### src/rtl/cpu_exc_pkg.sv
// Shared types and constants for the CP0 exception request controller.
// State encoding, exception cause codes and redirect target selects.
package cpu_exc_pkg;

    typedef enum logic [1:0] {
        ST_IDLE    = 2'd0,
        ST_ENTER   = 2'd1,
        ST_HANDLER = 2'd2,
        ST_RETURN  = 2'd3
    } exc_state_e;

    localparam logic [4:0] EXC_INT = 5'd0;
    localparam logic [4:0] EXC_SYS = 5'd8;

    localparam logic REDIR_HANDLER = 1'b0;
    localparam logic REDIR_EPC     = 1'b1;

endpackage

### src/rtl/sync2.sv
// Parameterized-width two-flop synchronizer for asynchronous level inputs.
// Both stages clear on the asynchronous active-low reset.
module sync2 #(
    parameter int W = 1
) (
    input  logic         clk,
    input  logic         rst,
    input  logic [W-1:0] d,
    output logic [W-1:0] q
);

    logic [W-1:0] meta;

    always_ff @(posedge clk or negedge rst) begin
        if (!rst) begin
            meta <= '0;
            q    <= '0;
        end else begin
            meta <= d;
            q    <= meta;
        end
    end

endmodule

### src/rtl/exc_req_ctrl.sv
// Initiator side of the CP0 exception interface: picks interrupts/syscalls at
// commit, pulses exl_set/exl_clear, and sequences flush plus PC redirect.
//
// state   | meaning
// IDLE    | normal execution, exceptions taken at commit boundary
// ENTER   | one-cycle flush and redirect to CP0 handler_PC
// HANDLER | handler running, waits for eret (no nesting)
// RETURN  | one-cycle flush and redirect to CP0 EPC
import cpu_exc_pkg::*;

module exc_req_ctrl #(
    parameter int NUM_IRQ  = 6,
    parameter int IRQ_ID_W = 3
) (
    input  logic                clk,
    input  logic                rst,
    input  logic [NUM_IRQ-1:0]  irq,
    input  logic                irq_en_we,
    input  logic [NUM_IRQ-1:0]  irq_en_wdata,
    input  logic                commit_valid,
    input  logic [31:0]         commit_pc,
    input  logic                commit_syscall,
    input  logic                commit_eret,
    output logic                exl_set,
    output logic                exl_clear,
    output logic [31:0]         exc_pc,
    output logic                pc_redirect,
    output logic                redirect_sel,
    output logic                flush,
    output logic                in_handler,
    output logic [4:0]          cause_code,
    output logic [IRQ_ID_W-1:0] irq_id,
    output logic [NUM_IRQ-1:0]  irq_en
);

    exc_state_e          state_q;
    exc_state_e          state_d;
    logic [NUM_IRQ-1:0]  sync_irq;
    logic [NUM_IRQ-1:0]  pending;
    logic [IRQ_ID_W-1:0] win_id;
    logic                take;
    logic                sel_q;

    sync2 #(.W(NUM_IRQ)) u_irq_sync (
        .clk (clk),
        .rst (rst),
        .d   (irq),
        .q   (sync_irq)
    );

    always_ff @(posedge clk or negedge rst) begin
        if (!rst) begin
            irq_en <= '0;
        end else if (irq_en_we) begin
            irq_en <= irq_en_wdata;
        end
    end

    assign pending = sync_irq & irq_en;

    // Scan from the top down so the lowest pending index wins.
    always_comb begin
        win_id = '0;
        for (int i = NUM_IRQ - 1; i >= 0; i--) begin
            if (pending[i]) begin
                win_id = IRQ_ID_W'(i);
            end
        end
    end

    assign take = commit_valid && (commit_syscall || (pending != '0));

    always_ff @(posedge clk or negedge rst) begin
        if (!rst) begin
            state_q <= ST_IDLE;
        end else begin
            state_q <= state_d;
        end
    end

    always_comb begin
        state_d     = state_q;
        exl_set     = 1'b0;
        exl_clear   = 1'b0;
        exc_pc      = '0;
        pc_redirect = 1'b0;
        flush       = 1'b0;
        case (state_q)
            ST_IDLE: begin
                if (take) begin
                    exl_set = 1'b1;
                    exc_pc  = commit_pc;
                    state_d = ST_ENTER;
                end
            end
            ST_ENTER: begin
                pc_redirect = 1'b1;
                flush       = 1'b1;
                state_d     = ST_HANDLER;
            end
            ST_HANDLER: begin
                if (commit_valid && commit_eret) begin
                    exl_clear = 1'b1;
                    state_d   = ST_RETURN;
                end
            end
            ST_RETURN: begin
                pc_redirect = 1'b1;
                flush       = 1'b1;
                state_d     = ST_IDLE;
            end
            default: begin
                state_d = ST_IDLE;
            end
        endcase
    end

    always_ff @(posedge clk or negedge rst) begin
        if (!rst) begin
            cause_code <= EXC_INT;
            irq_id     <= '0;
        end else if (state_q == ST_IDLE && take) begin
            if (commit_syscall) begin
                cause_code <= EXC_SYS;
            end else begin
                cause_code <= EXC_INT;
                irq_id     <= win_id;
            end
        end
    end

    // Select is driven directly during the redirect cycles and remembered after.
    always_ff @(posedge clk or negedge rst) begin
        if (!rst) begin
            sel_q <= REDIR_HANDLER;
        end else if (state_q == ST_ENTER) begin
            sel_q <= REDIR_HANDLER;
        end else if (state_q == ST_RETURN) begin
            sel_q <= REDIR_EPC;
        end
    end

    assign redirect_sel = (state_q == ST_ENTER)  ? REDIR_HANDLER :
                          (state_q == ST_RETURN) ? REDIR_EPC     : sel_q;

    assign in_handler = (state_q == ST_HANDLER);

endmodule

### config.mk
export PLATFORM = sky130hd
export DESIGN_NAME = exc_req_ctrl
export DESIGN_NICKNAME = d
export VERILOG_FILES = /design/src/rtl/cpu_exc_pkg.sv /design/src/rtl/sync2.sv /design/src/rtl/exc_req_ctrl.sv
export SDC_FILE = /design/constraint.sdc
export NUM_CORES = 1
export LEC_CHECK = 0
export ABC_AREA = 1
export ABC_CLOCK_PERIOD_IN_PS = 3590
export CORE_MARGIN = 2
export CORE_UTILIZATION = 37
export CTS_CLUSTER_DIAMETER = 100
export CTS_CLUSTER_SIZE = 24
export DETAILED_ROUTE_END_ITERATION = 6
export PLACE_DENSITY_LB_ADDON = 0.15
export RECOVER_POWER = 50
export SETUP_SLACK_MARGIN = 0.1
export SYNTH_ARGS = -nofsm -noshare
export SYNTH_HDL_FRONTEND = slang
export SYNTH_SLANG_ARGS = --single-unit
### constraint.sdc
create_clock -name clk -period 3.59 [get_ports clk]
set_clock_uncertainty 0.1 [all_clocks]
set_input_delay 0.718 -clock clk [delete_from_list [all_inputs] [get_ports clk]]
set_output_delay 0.718 -clock clk [all_outputs]
set_load 0.1 [all_outputs]
==> impl_metrics.tcl <==
set metrics [dict create \
    status "finished, final reports clean" \
    fin_crit_ps 3130 \
    total_power_mw 2.15 \
    post-route-period-util_pct 87.1 \
    cts_root_buf "clkbuf_8" \
    crit_path_top_delay_cell "dlygate4sd3_1" \
    firstDrtPassIters 4 \
    fin_setup_tns_ps 0 \
    hold_violations 0 \
    start_util_pct 38.9 \
    pwr-share-seq_pct 17.2 \
    avgViaCountPerCell 4.15 \
    ys_seq_area_share_pct 43.6 \
    max_freq_mhz 320 \
    crit_path_end_kind "output pin" \
    synthFlopType "dfrtp_1" \
    async_flop_share_pct 100 \
    post_cts_resized 0 \
    worstPathCellList "dlygate4sd3_1 > nor2_1 > nand2_4 > nand3_4 > buf_4 > nor2_2 > buf_12" \
    max_slew_margin_pct 19.8 \
    ctsHoldBuffers 0 \
    clock_path_buffers 2 \
    track_usage_pct 17.1 \
    synth_edf_count 0 \
    netlist_top_cells_area "dfrtp_1 (44%), nor2_2 (13%), inv_1 (11%), nand2_1 (6.0%), mux2_2 (4.7%)" \
    grt_pass1_wl_um 5660 \
    globalplace.congestion 0.817 \
    port-buffer-count 97 \
    routedWlPerCell_um 11.9 \
    cellLeakagePower_nw 1.34 \
    clk-insertion-delay-late_ps 260 \
    drc 0 \
    crit_buf_inv 3 \
    antenna_found_initial 0 \
    wl_um 3670 \
    vdd_drop_max_mv 0.641 \
    drtIter0Drc 28 \
    setup_viol 0 \
    htreeDepth 1 \
    path_delay_family "buffers and inverters" \
    slew_viol_final 0 \
    place_hpwl_um 3200 \
    drv_cap 0 \
    synth_top_cell_area_share_pct 43.6 \
    ys_ff_latch 25 \
    rows 22 \
    grt_pass1_vias 1148 \
    hold_class "reg -> reg" \
    layout-drive-gt1-share_pct 33.7 \
    power_switching_mw 1.28 \
    synth_most_common_cell "inv_1" \
    cp.required_ps 2770 \
    synth_warnings 0 \
    cts_sinks 25 \
    dp_cells 305 \
    antenna_left 0 \
    netlist_area_sq_mm 0.00144 \
    nets 316 \
    cts_made_buffers 3 \
    cp-start-kind "primary input" \
    critical_path_class "in -> out" \
    comb_power_share_pct 75.6 \
    vias 1282 \
    worst_slew_pin_slew_ps 1210 \
    die_h_um 66.3 \
    die-area_sq_mm 0.00440 \
    cts_tree "done" \
    fp.dieW_um 66.3 \
    syn_inst 164 \
    clk_pin_slew_worst_paths_ps 70 \
    crit_path_max_fanout 19 \
    synth.lib_cells_used.distinct 24 \
    pwr-share-clk_pct 7.3 \
    intPower_mw 0.863 \
    postCtsSetupBuffers 0 \
    diodes 0 \
    post-synth-top-area-cell "dfrtp_1" \
    ioPinCount 102 \
    syn_avg_cell_area_sq_um 8.76 \
    power.density_mw_per_mm2 777 \
    rsz0062_at_grt "false" \
    core_sq_mm 0.00369 \
    yosys-top-cells-count "inv_1 (41), nor2_2 (29), dfrtp_1 (25)" \
    swShare_pct 59.8 \
    critPathMaxStageDelay_ps 560 \
    grt_max_degree 26 \
    grt_overflow 0 \
    cp.arrival_ps 2310 \
    layoutNonFillerInstCount 309 \
    area_growth_pct 92.4 \
]
stage by stage:
step / hold slack [ps] / setup WS [ps] / area (sq um) / util [%]
after floorplan: 231 / 35.9 / 1450 / -
after global placement: 232 / 510 / 2730 / 73.9
after detailed placement: 236 / 486 / 2730 / 73.9
after CTS: 253 / 487 / 2770 / 75.1
after global routing: 261 / 354 / 2760 / 74.9
final: 249 / 465 / 2760 / 74.9
cell type report:
cell class	instances	area, sq um
clock buffers	4	45.0
fillers	257	925
inverters	42	158
multi-input cells	91	566
flip-flops and latches	25	626
well taps	48	60.1
repair buffers	99	1310
logic make-up (layout without fill, tap and decap cells):
logic type	Yosys count	count (layout)	synth area share, %
flip-flops	25	25	43.6
other	1	4	0.261
adder cells (fa/ha/maj)	4	4	3.48
AND/OR/NAND/NOR	71	71	27.7
buffers and inverters	51	145	18.0
multiplexers	6	6	4.70
AO/OA/AOI/OAI	6	6	2.26
power by group through the flow:
stage	Clock [mW]	Sequential [mW]	Combinational, mW
after global placement	0	0.372	1.63
after floorplan	0	0.575	0.990
after CTS	0.160	0.369	1.65
final	0.156	0.369	1.62
after global routing	0.175	0.377	1.69
after detailed placement	0	0.373	1.64
cells in the final DEF, fill, tap and decap left out, drive strengths merged, types with 3 or more instances in the layout:
cell / instances
inv: 42
nand2: 27
nand3: 4
buf: 40
clkbuf: 5
nor2: 35
clkdlybuf4s50: 48
dfrtp: 25
ha: 4
o21ai: 3
mux2: 6
conb: 4
dlygate4sd3: 10
path summary, 6_finish.rpt:
kind | start | to | slack [ps] | cells after the start
setup / recovery | commit_syscall | exc_pc[11] | 460 | 7
hold / removal | u_irq_sync.meta[5] | u_irq_sync.q[5] | 250 | 0
setup reg to reg | state_q[0] | irq_id[1] | 1930 | 6
hold reg to reg | u_irq_sync.meta[5] | u_irq_sync.q[5] | 250 | 0
max in group asynchronous | rst | u_irq_sync.q[0] | 1780 | 1
min in group asynchronous | rst | state_q[1] | 980 | 1
metal layers:
metal  routed length [um]  GRT usage (%)  up-vias  share of wire, %
met5                    0              0        -                 0
met4                   27           3.83        0              0.74
met3                  359           5.62        5               9.8
met2                 1720           26.8       63                47
met1                 1560           23.0      562                43
li1                     -              -      652                 -
flip-flops by register name, indices dropped and copies added, names as in the netlist:
signal	cells
u_irq_sync.q	6
cause_code	1
irq_en	6
state_q	2
sel_q	1
irq_id	3
u_irq_sync.meta	6
(Power assumes the default switching activity.)
